[src/rtl/ifetch_unit.sv]
`default_nettype none
// ifetch_unit: holds the PC, fetches over a ready handshake and presents a registered
// inst/pcOld/instValid triple to decode. Optional macro IFETCH_MISALIGN_TRAP_EN traps misaligned redirects.
module ifetch_unit #(
    parameter logic [31:0] RESET_PC = 32'h0000_0000,
    parameter logic [31:0] NOP_INST = 32'h0000_0013
) (
    input  logic        clk,
    input  logic        rst,
    input  logic        stall,
    input  logic        redirect,
    input  logic [31:0] redirectTarget,
    output logic        imemReq,
    output logic [31:0] imemAddr,
    input  logic        imemReady,
    input  logic [31:0] imemData,
    output logic        instValid,
    output logic [31:0] inst,
    output logic [31:0] pcOld,
    output logic        misalign
);

    typedef enum logic [1:0] {
        S_BOOT  = 2'd0,
        S_RUN   = 2'd1,
        S_FLUSH = 2'd2,
        S_TRAP  = 2'd3
    } state_t;

    state_t      state_q, state_d;
    logic [31:0] pc_q, pc_d;
    logic [31:0] inst_q, inst_d;
    logic [31:0] pc_old_q, pc_old_d;
    logic        inst_valid_q, inst_valid_d;
    logic        req;
    logic        accept;
    logic [31:0] target;

`ifdef IFETCH_MISALIGN_TRAP_EN
    logic        misalign_q, misalign_d;
    logic        target_misaligned;

    assign target            = redirectTarget;
    assign target_misaligned = |redirectTarget[1:0];
`else
    logic        target_lo_unused;

    assign target           = {redirectTarget[31:2], 2'b00};
    assign target_lo_unused = |redirectTarget[1:0];
`endif

    assign req    = (state_q == S_RUN) && (!inst_valid_q || !stall);
    assign accept = req && imemReady && !redirect;

    always_comb begin
        state_d      = state_q;
        pc_d         = pc_q;
        inst_d       = inst_q;
        pc_old_d     = pc_old_q;
        inst_valid_d = inst_valid_q;
`ifdef IFETCH_MISALIGN_TRAP_EN
        misalign_d   = misalign_q;
`endif

        case (state_q)
            S_BOOT:  state_d = S_RUN;
            S_FLUSH: state_d = S_RUN;
            default: state_d = state_q;
        endcase

        if (accept) begin
            inst_d       = imemData;
            pc_old_d     = pc_q;
            inst_valid_d = 1'b1;
            pc_d         = pc_q + 32'd4;
        end else if (inst_valid_q && !stall) begin
            inst_valid_d = 1'b0;
            inst_d       = NOP_INST;
        end

        // Redirect overrides everything: squashes held inst even under stall, drops any response.
        if (redirect) begin
            pc_d         = target;
            inst_valid_d = 1'b0;
            inst_d       = NOP_INST;
`ifdef IFETCH_MISALIGN_TRAP_EN
            if (target_misaligned) begin
                misalign_d = 1'b1;
                state_d    = S_TRAP;
            end else begin
                misalign_d = 1'b0;
                state_d    = S_FLUSH;
            end
`else
            state_d      = S_FLUSH;
`endif
        end
    end

    always_ff @(posedge clk or negedge rst) begin
        if (!rst) begin
            state_q      <= S_BOOT;
            pc_q         <= RESET_PC;
            inst_q       <= NOP_INST;
            pc_old_q     <= 32'h0000_0000;
            inst_valid_q <= 1'b0;
        end else begin
            state_q      <= state_d;
            pc_q         <= pc_d;
            inst_q       <= inst_d;
            pc_old_q     <= pc_old_d;
            inst_valid_q <= inst_valid_d;
        end
    end

`ifdef IFETCH_MISALIGN_TRAP_EN
    always_ff @(posedge clk or negedge rst) begin
        if (!rst) begin
            misalign_q <= 1'b0;
        end else begin
            misalign_q <= misalign_d;
        end
    end

    assign misalign = misalign_q;
`else
    assign misalign = 1'b0;
`endif

    assign imemReq   = req;
    assign imemAddr  = pc_q;
    assign instValid = inst_valid_q;
    assign inst      = inst_q;
    assign pcOld     = pc_old_q;

endmodule
`default_nettype wire
[config.mk]
export PLATFORM = sky130hd
export DESIGN_NAME = ifetch_unit
export DESIGN_NICKNAME = d
export VERILOG_FILES = /design/src/rtl/ifetch_unit.sv
export SDC_FILE = /design/constraint.sdc
export NUM_CORES = 1
export LEC_CHECK = 0
export CAP_MARGIN = 20
export CORE_UTILIZATION = 47
export CTS_CLUSTER_DIAMETER = 30
export DETAILED_ROUTE_END_ITERATION = 10
export PLACE_DENSITY = 0.86
export SYNTH_ARGS = -nofsm -noshare
export SYNTH_HDL_FRONTEND = slang
export SYNTH_SLANG_ARGS = --single-unit
[constraint.sdc]
create_clock -name clk -period 3.33 [get_ports clk]
set_clock_uncertainty 0.15 [all_clocks]
set_input_delay 0.4995 -clock clk [delete_from_list [all_inputs] [get_ports clk]]
set_output_delay 0.4995 -clock clk [all_outputs]
set_load 0.005 [all_outputs]
## Yosys cells after proc, flatten, opt, wreduce, memory -nomap -nowiden

Cells that the tools add are included.

- Register bits after elaboration: 99
- Input port bits: 69
- Output and inout port bits: 99
- Logic and storage cells: 31

- Add/sub/neg operators: 1
- Equal/unequal tests: 2
- Multiplexer cells: 10
- Reduce and logical (&&, ||, !) cells: 13

Operators by type and width:

| kind | number |
|---|---|
| $mux 32 | 5 |
| $add 32x3->32 const B | 1 |
| $logic_and 1x1->1 | 4 |
| $mux 2 | 2 |
| $reduce_bool 2->1 | 2 |
| $logic_not 1->1 | 3 |
| $mux 1 | 3 |
| $reduce_bool 3->1 | 1 |
| $eq 2x1->1 const B | 1 |
| $eq 2x2->1 const B | 1 |
| $logic_not 2->1 | 1 |
| $reduce_or 2->1 | 1 |
| $logic_or 1x1->1 | 1 |

## Longest topological paths before layout

Gate-level depths: netlist of the first run.

- Depth after elaboration: 7
- Mapped depth: 8
- Depth with buffers taken out: 6

## Worst setup path after synthesis of the first run

Ideal clock, no wire load.

- Kind: in2reg
- Start point: input stall
- End point: register pc_old_q[23], in the netlist pcOld[23]
- Library setup time: 0.125 ns
- Arrival: 1.759 ns
- Required time: 3.055 ns
- Setup slack: 1.297 ns
- Stages on the path: 7
- Buffers on the path: 3
- Path through: nand2_1 -> and3_1 -> clkbuf_1 -> nand2_1 -> buf_2 -> buf_2 -> mux2_2

- Cells in the longest elaborated chain, start to end: 5

Ends and longest elaborated chain:

| what | RTL line | RTL |
|---|---|---|
| from (decl) | 10 | `input logic stall,` |
| $logic_not 1->1 | 52 | `assign req = (state_q == S_RUN) && (!inst_valid_q \|\| !stall);` |
| $logic_or 1x1->1 | 52 |  |
| $logic_and 1x1->1 | 52 |  |
| $logic_and 1x1->1 (2 in a row) | 53 | `assign accept = req && imemReady && !redirect;` |
| to (signal assigned) | 111 | `pc_old_q <= pc_old_d;` |
| to (decl) | 33 | `logic [31:0] pc_old_q, pc_old_d;` |

No other way between the ends.
A chain may end at the register's enable or synchronous reset.

## Final worst setup path of the first run

- Start point: input stall
- End point: register inst_q[10], in the netlist inst[10]

- Cells in the longest elaborated chain, start to end: 7
- Elaborated cells between the ends (all ways): 9
- Those cells by class: mux: 2; reduce/logical: 7

Ends and longest elaborated chain:

| what | RTL line | RTL |
|---|---|---|
| $logic_not 1->1 (*) | 52, 76 |  |
| $logic_or 1x1->1 | 52 |  |
| $logic_and 1x1->1 | 52 |  |
| $logic_and 1x1->1 (2 in a row) | 53 |  |
| $mux 32 | 71 | `if (accept) begin` |
| $mux 32 | 82 | `if (redirect) begin` |
| to (signal assigned) | 110 | `inst_q <= inst_d;` |
| to (decl) | 32 | `logic [31:0] inst_q, inst_d;` |

Every way passes the cells marked *; elsewhere a longest branch is shown, timed or not.

==> impl_results.md, run 1 <==
- Status: finished clean
- Via density: 5.35
- WP data required: 3470 ps
- Reg2reg path depth: 6
- DR vias: 3315
- Starting density of the core: 49.6%
- Antenna cells: 0
- H-tree levels: 3
- DR pass1 iterations: 4
- Final Hold Viols: 0
- Pin count of the biggest net entering global routing: 52
- Hold_buf cts: 0
- Crit-path cells: clkdlybuf4s50_1 -> nand2_1 -> and3_1 -> nor2b_2 -> a22o_1
- Pre-CTS setup slack: 563 ps
- Antenna-violating nets left: 0
- Sw Ratio: 24.8%
- Post-route DRC: 0
- Fin. max-slew vios: 0
- Commonest non-fill, non-tap cell in the layout: clkdlybuf4s50_1
- Rel. slew slack: 28.1%
- Internal Power: 2.15 mW
- Gr ovfl total: 0
- Worst-Margin Slew: 1070 ps
- Final nets: 580
- FF-to-FF End: imemAddr[18]
- Max VDD drop: 0.000234 V
- Pwr/cell area: 473 nW/µm²
- DRT iter0 DRCs: 107
- Core Region: 8380 µm²
- Final TNS setup: 0 ps
- Die Y: 96.0 µm
- First-pass GRT wire length: 16.6 mm
- Drt total wl: 10.5 mm
- Clock root cell: clkbuf_8
- Clk pwr share: 29.4%
- Yosys cell types: 36
- Final setup fails: 0
- Core Util, Final: 72.2%
- Clk buf depth: 2
- Met3 GRT Util: 6.87%
- Met1 Use GR: 29.8%
- Synth Area per Inst: 11.8 µm²
- GRT busiest layer: met2
- Switch Pwr: 0.709 mW
- RSZ-0062 raised after global routing: no
- Synth Cell Area: 4160 µm²
- Reg power frac: 49.2%
- Total CTS buffers: 9
- CP max stage delay: 870 ps
- Lkg Pwr: 2.53 nW
- Ports: 168
- DR WL/cell: 17.0 µm
- Worst path slowest cell: nor2b_2
- GRT Total Usage: 24.0%
- Vias in the first global route: 3403
- Post-CTS setup buffers: 0
- Yosys warnings: 0
- Row count: 33
- Reg-to-reg slack, setup: 1090 ps
- Clk pin slew, worst setup/hold paths: 100 ps
- Fmax: 413 MHz
- # Max-Cap Violations: 0
- Final Critical Period: 2420 ps
- Clock latency on the worst-skew pair: 360 ps
- Gp weighted congestion: 0.746
- IO Port Bufs: 160
- CTS Sinks: 95
- Initial antenna violation count: 0
- Period utilisation layout: 72.7%
- Gate Count Post-Synth: 352
- Most frequent cells in the layout: 158 x clkdlybuf4s50_1, 92 x dfrtp_1, 45 x nand2_1
- Share of the yosys chip area belonging to registers: 57.3%
- Die footprint: 9220 µm²
- Crit path kind: in -> reg
- #FFs+latches synth: 95
- CP startpoint kind: primary input
- Setup WS post-layout: 910 ps
- WP data arrival: 2560 ps
- Share of layout cells above drive strength 1: 13.4%
- HP Class: in -> async
- DP Wirelength: 7.56 mm
- Layout area overhead: 45.7%
- Reg2Reg Launch Point: imemAddr[2]
- Resized Gates After CTS: 0
- Die width: 96.0 µm
- Routing usage on met2: 40.5%
- Element type at the critical path end: register
- Combinational group share of total power: 21.4%
- CTS tree: done
- Largest fanout on the critical path: 29
worst max-delay path: cells and delay by family:
family	cells	cell delay (ps)
buffers and inverters	1	500
AND/OR/NAND/NOR	3	1290
AO/OA/AOI/OAI	1	250
area by class of cell:
class | instances | area (µm²)
Clock buffer | 11 | 141
Fill cell | 569 | 2330
Clock inverter | 5 | 82.6
Tap cell | 105 | 131
Inverter | 7 | 26.3
Timing Repair Buffer | 168 | 1670
Multi-Input combinational cell | 229 | 1630
Sequential cell | 95 | 2380
synthesized netlist by cell type (all sizes together):
cell type	number	share of area [%]
and3	7	1.1
nor3b	1	0.18
and4	3	0.66
xnor2	25	5.3
mux2i	1	0.24
o22a	3	0.63
conb	1	0.090
clkbuf	13	1.2
buf	12	2.3
nand2	46	4.2
nor3	6	0.84
or4	1	0.27
nand2b	1	0.15
xor2	4	0.84
nor2	2	0.18
nand3	7	0.84
nand4	8	1.4
o21ai	33	4.0
dfrtp	92	55
dfstp	3	1.9
inv	7	0.63
nor2b	2	0.30
mux2	27	7.3
ha	1	0.30
nor4	13	3.2
nor4b	1	0.21
a22o	29	6.1
a21oi	3	0.36
sequential cells by signal (all words and copies together), names as in the netlist:
name / count
inst: 32
imemAddr: 30
pcOld: 30
state_q: 2
instValid: 1
per-stage QoR:
stage | total power [mW] | cells | hold slack [ps] | area (µm²)
detailed placement | 2.05 | 604 | 328 | 5830
global placement | 2.02 | 604 | 319 | 5830
floorplan | 1.61 | 356 | 53.9 | 4170
finish | 2.86 | 620 | 27.4 | 6050
CTS | 2.88 | 620 | 34.4 | 6050
global route | 3.01 | 620 | 67.1 | 6050
worst max path at each step:
stage	slack (ps)	from	depth (start not counted)	to
floorplan	1300	stall	7	pcOld[23]
global placement	620	stall	5	inst[27]
detailed placement	560	stall	5	inst[10]
CTS	930	stall	5	inst[10]
global route	810	stall	5	inst[29]
finish	910	stall	5	inst[10]
logic make-up (layout without fill, tap and decap cells):
kind of cell / Yosys count / count (layout) / share of synthesized area (%)
simple gates: 98 / 98 / 13.4
flops: 95 / 95 / 57.3
buf+inv: 32 / 191 / 4.15
fa+ha+maj: 1 / 1 / 0.301
other cells: 1 / 5 / 0.0902
xor+xnor: 29 / 29 / 6.11
mux: 28 / 28 / 7.56
compound gates: 68 / 68 / 11.1
metal layers:
layer	up-vias	routed length (µm)
met3	9	834
met1	1618	4450
met5	-	0
met4	0	86
met2	131	5170
li1	1557	-
power by group through the flow:
stage / combinational (mW) / clock (mW) / sequential (mW)
after global placement: 0.601 / 0 / 1.42
after CTS: 0.621 / 0.855 / 1.41
after floorplan: 0.183 / 0 / 1.42
after global routing: 0.671 / 0.912 / 1.43
final: 0.613 / 0.841 / 1.41
after detailed placement: 0.618 / 0 / 1.43
No activity file was read; power rests on OpenSTA's default activity.
==> run 2, diff against run 1 <==
Settings changed: CORE_UTILIZATION 47 to 43, PLACE_DENSITY 0.86 to 0.8.
Clock period 3.33 ns to 2.5 ns, I/O delays scaled along.
==> run 2 against run 1 <==
  * Clock power is 22% higher
  * Global-route usage shrank 3.1 points
  * Final cell count grew 5.3%
  * Sequential share of layout area decreased by 0.55 points
  * Worst setup slack worse by 620 ps
  * Via count fell by 1.9%
  * Total power rose by 30%
  * First-iteration DRC count shrank 35%
  * Critical path type is now reg -> out
  * Critical endpoint is now imemReq
  * Largest cell class unchanged
==> impl_results.md, run 2 (same netlist as run 1, synthesis figures left out) <==
- Largest fanout on the critical path: 3
- Final nets: 589
- Non-filler cells, final: 653
- Clock root cell: clkbuf_8
- Area post-placement: 5930 µm²
- Combinational group share of total power: 22.1%
- Final setup fails: 0
- Antenna-violating nets left: 0
- Fin. max-slew vios: 0
- Max reg flops: 32
- Vias in the first global route: 3289
- Internal Power: 2.78 mW
- Reg power frac: 50.3%
- Clk pin slew, worst setup/hold paths: 90 ps
- Total CTS buffers: 9
- Pin count of the biggest net entering global routing: 45
- Worst-Margin Slew: 585 ps
- Reg-to-reg slack, setup: 440 ps
- Clk pwr share: 27.6%
- First-pass GRT wire length: 16.3 mm
- Die width: 100 µm
- Final Hold Viols: 0
- FF-to-FF End: imemAddr[31]
- Resized Gates After CTS: 0
- DR vias: 3251
- CP startpoint kind: register
- GRT Total Usage: 21.0%
- # Max-Cap Violations: 0
- Die Y: 100 µm
- Crit path kind: reg -> out
- DR pass1 iterations: 4
- Commonest non-fill, non-tap cell in the layout: clkdlybuf4s50_1
- Initial antenna violation count: 0
- WHS: 144 ps
- Pre-CTS setup slack: 194 ps
- Final TNS setup: 0 ps
- Ports: 168
- Die footprint: 10100 µm²
- Lkg Pwr: 2.57 nW
- Clk buf depth: 2
- Rel. slew slack: 61.0%
- Reg2Reg Launch Point: imemAddr[16]
- DR WL/cell: 15.4 µm
- Setup WS post-layout: 290 ps
- Reg2reg path depth: 5
- Cells after DPL: 636
- Pwr/cell area: 605 nW/µm²
- Final Critical Period: 2210 ps
- # fillers: 761
- WP data required: 1980 ps
- WP data arrival: 1680 ps
- Core Util, Final: 66.1%
- Gr ovfl total: 0
- DP Wirelength: 7.43 mm
- Register area: 2380 µm²
- CTS Sinks: 95
- Clock latency on the worst-skew pair: 360 ps
- Most frequent cells in the layout: 158 x clkdlybuf4s50_1, 92 x dfrtp_1, 45 x nand2_1
- Element type at the critical path end: primary output
- Drt total wl: 10.1 mm
- Core Region: 9280 µm²
- Status: finished clean
- Row count: 35
- Post-CTS setup buffers: 0
- Post-route DRC: 0
- RSZ-0062 raised after global routing: no
- Worst Hold Path EP: state_q[0]
- IO Port Bufs: 160
- Starting density of the core: 44.8%
- Area of the multi-input gates: 1630 µm²
- HP Class: in -> reg
- Via density: 4.98
- Hold path cells: 2
- Sw Ratio: 25.3%
- DRT iter0 DRCs: 70
- Hold path start: redirect
- Fmax: 452 MHz
- Max VDD drop: 0.000342 V
- Final Total Pwr: 3.71 mW
- Post-route design area: 6140 µm²
- Antenna cells: 0
- Period utilisation layout: 88.4%
- Layout area overhead: 47.7%
- Gp weighted congestion: 0.723
- CTS tree: done
- H-tree levels: 3
- Share of layout cells above drive strength 1: 14.7%
- Switch Pwr: 0.939 mW
[run 2: area by class of cell]
cell class                      count  area share (%)
Clock buffer                       11            2.30
Clock inverter                      5           0.917
Inverter                            7           0.428
Multi-Input combinational cell    229            26.5
Sequential cell                    95            38.8
Tap cell                          129            2.63
Timing Repair Buffer              177            28.5
[run 2: worst max-delay path, cell delays in order (launching register included)]
cell and delay, ps:
dfrtp_1 400, nand2b_1 170, a21oi_1 180, clkdlybuf4s50_1 590
[run 2: worst max path at each step]
| stage | startpoint | cells after the start | endpoint | slack (ps) |
|---|---|---|---|---|
| after floorplan | imemAddr[16] | 6 | imemAddr[31] | 530 |
| after global placement | stall | 7 | imemAddr[31] | 220 |
| after detailed placement | stall | 7 | imemAddr[21] | 190 |
| after CTS | state_q[1] | 3 | imemReq | 260 |
| after global routing | state_q[1] | 3 | imemReq | 200 |
| final | state_q[1] | 3 | imemReq | 290 |
[run 2: timing repair]
| action | CTS | global route |
|---|---|---|
| endpoints found under the hold margin | 39 | 0 |
| setup endpoints to repair | 0 | 0 |
| hold buffers | 1 | 0 |
[run 2: metal layers]
layer | track usage, % | share of wire, % | routed length (µm)
met5 | 0 | 0 | 0
met4 | 7.25 | 1.8 | 178
met3 | 6.20 | 8.5 | 854
met2 | 33.6 | 46 | 4640
met1 | 27.3 | 44 | 4380
[run 2: power by group through the flow]
stage	sequential, mW	clock, mW	combinational, mW
3_3_place_gp	1.89	0	0.815
4_1_cts	1.87	1.04	0.835
6_report	1.87	1.03	0.821
2_1_floorplan	1.89	0	0.244
5_1_grt	1.89	1.11	0.896
3_5_place_dp	1.90	0	0.829
==> run 3, diff against run 2 <==
==> constraint.sdc (replaced) <==
create_clock -name clk -period 2.5 [get_ports clk]
set_clock_uncertainty 0.15 [all_clocks]
set_input_delay 0.25 -clock clk [delete_from_list [all_inputs] [get_ports clk]]
set_output_delay 0.25 -clock clk [all_outputs]
set_load 0.005 [all_outputs]
==> run 3 against run 2 <==
  * Cell area shrank 0.39%
  * Routed wire length grew 4.9%
  * Worst setup slack gained 87 ps
  * Total power is essentially flat
  * Hold slack lost 130 ps
  * Non-clock buffer count shrank 1
  * Global-route usage grew 0.78 points
  * First-iteration DRC count grew 1.4%
  * Highest routed layer unchanged
==> impl_results.md, run 3 (same netlist as run 1, synthesis figures left out) <==
- Worst-Margin Slew: 652 ps
- Fmax: 471 MHz
- Commonest non-fill, non-tap cell in the layout: clkdlybuf4s50_1
- Post-route DRC: 0
- DRT iter0 DRCs: 71
- Share of layout cells above drive strength 1: 14.7%
- Max reg flops: 32
- CTS tree: done
- Pin count of the biggest net entering global routing: 52
- Lkg Pwr: 2.56 nW
- Crit path kind: reg -> reg
- WP data arrival: 2200 ps
- WHS: 15.8 ps
- DR top layer: met4
- Routed metal-1 wire length: 4.55 mm
- Max VDD drop: 0.000338 V
- Final Critical Period: 2120 ps
- GRT Total Usage: 21.8%
- Initial antenna violation count: 0
- Drt total wl: 10.6 mm
- HP Class: in -> reg
- Final setup fails: 0
- CP startpoint kind: register
- Internal Power: 2.75 mW
- DP Wirelength: 7.75 mm
- Metal2 WL: 5.04 mm
- Bufs and invs on worst path: 0
- Period utilisation layout: 84.9%
- Setup WS post-layout: 377 ps
- Via density: 5.10
- Ports: 168
- Starting density of the core: 44.8%
- Final Hold Viols: 0
- # fillers: 767
- Status: finished clean
- Switch Pwr: 0.965 mW
- Reg power frac: 50.5%
- Final Total Pwr: 3.71 mW
- Die footprint: 10100 µm²
- Antenna cells: 0
- Largest fanout on the critical path: 8
- Fin. max-slew vios: 0
- Sw Ratio: 26.0%
- Crit-path cells: nand4_2 -> or4_4 -> nor4_2 -> xnor2_1 -> o21ai_1
- Rel. slew slack: 56.6%
- CTS Sinks: 95
- Gr ovfl total: 0
- Worst path slowest cell: or4_4
- Combinational group share of total power: 22.3%
- Die Y: 100 µm
- Clock root cell: clkbuf_8
- Total CTS buffers: 9
- Clk buf depth: 2
- # Max-Cap Violations: 0
- Gp weighted congestion: 0.743
- Crit path max-delay family: simple AND/OR/NAND/NOR gates
- Clk pin slew, worst setup/hold paths: 90 ps
- Final nets: 588
- Final TNS setup: 0 ps
- DR pass1 iterations: 5
- IO Port Bufs: 160
- Element type at the critical path end: register
- Pre-CTS setup slack: 282 ps
- Met3 Wirelength: 834 µm
- Most frequent cells in the layout: 158 x clkdlybuf4s50_1, 92 x dfrtp_1, 45 x nand2_1
- DR vias: 3327
- Antenna-violating nets left: 0
- H-tree levels: 3
- Pwr/cell area: 607 nW/µm²
- Clk pwr share: 27.2%
- Clock latency on the worst-skew pair: 350 ps
- First-pass GRT wire length: 17.0 mm
- Post-CTS setup buffers: 0
- WP data required: 2580 ps
- CP max stage delay: 610 ps
- Core Region: 9280 µm²
- Row count: 35
- DR WL/cell: 16.2 µm
- Die width: 100 µm
- Vias in the first global route: 3356
- Layout area overhead: 47.2%
- RSZ-0062 raised after global routing: no
run 3: cell types whose count changed in the layout (fill, tap and decap cells not counted):
cell / change
buf_12: -1
clkbuf_1: -1
clkbuf_8: -1
clkinv_2: +1
inv_6: +1
run 3: power by group through the flow:
stage	registers [mW]	logic (mW)	clock network [mW]
3_3_place_gp	1.89	0.814	0
5_1_grt	1.90	0.899	1.10
2_1_floorplan	1.89	0.244	0
6_report	1.87	0.829	1.01
3_5_place_dp	1.90	0.835	0
4_1_cts	1.87	0.842	1.03
run 3: per-layer routing:
layer,vias to the layer above,global-route usage [%]
met4,0,5.80
li1,1573,-
met1,1592,28.1
met3,16,6.27
met5,-,0
met2,146,36.0
run 3: layout make-up:
type	count	area, µm²	area share [%]
clock buffer	9	124	2.02
clock inverter	7	70.1	1.15
inverter	7	26.3	0.430
multi-input combinational	229	1630	26.6
sequential	95	2380	38.9
tap	129	161	2.64
timing repair buffer	176	1730	28.3
run 3: final timing paths:
kind / cells past startpoint / from / slack [ps] / endpoint
setup / recovery: 5 / imemAddr[16] / 380 / imemAddr[30]
hold / removal: 2 / redirect / 20 / imemAddr[3]
setup reg to reg: 5 / imemAddr[16] / 380 / imemAddr[30]
hold reg to reg: 2 / pcOld[24] / 340 / pcOld[24]
max in group asynchronous: 3 / rst / 1120 / instValid
min in group asynchronous: 2 / rst / 320 / pcOld[18]
run 3: timing repair:
action	4_1_cts	5_1_grt
setup endpoints to repair	0	0
hold buffers	1	0
resized for setup	0	0
endpoints found under the hold margin	48	0
run 3: worst register-to-register path, stage by stage (launching register included):
cell     delay (ps)
dfrtp_1         520
nand4_2         170
or4_4           610
nor4_2          320
xnor2_1         170
o21ai_1          80
run 3: metrics by stage:
stage | std cells | util [%] | area [µm²]
floorplan | 356 | - | 4170
global placement | 635 | 63.7 | 5910
detailed placement | 635 | 63.7 | 5910
CTS | 652 | 65.9 | 6120
global route | 652 | 65.9 | 6120
finish | 652 | 65.9 | 6120
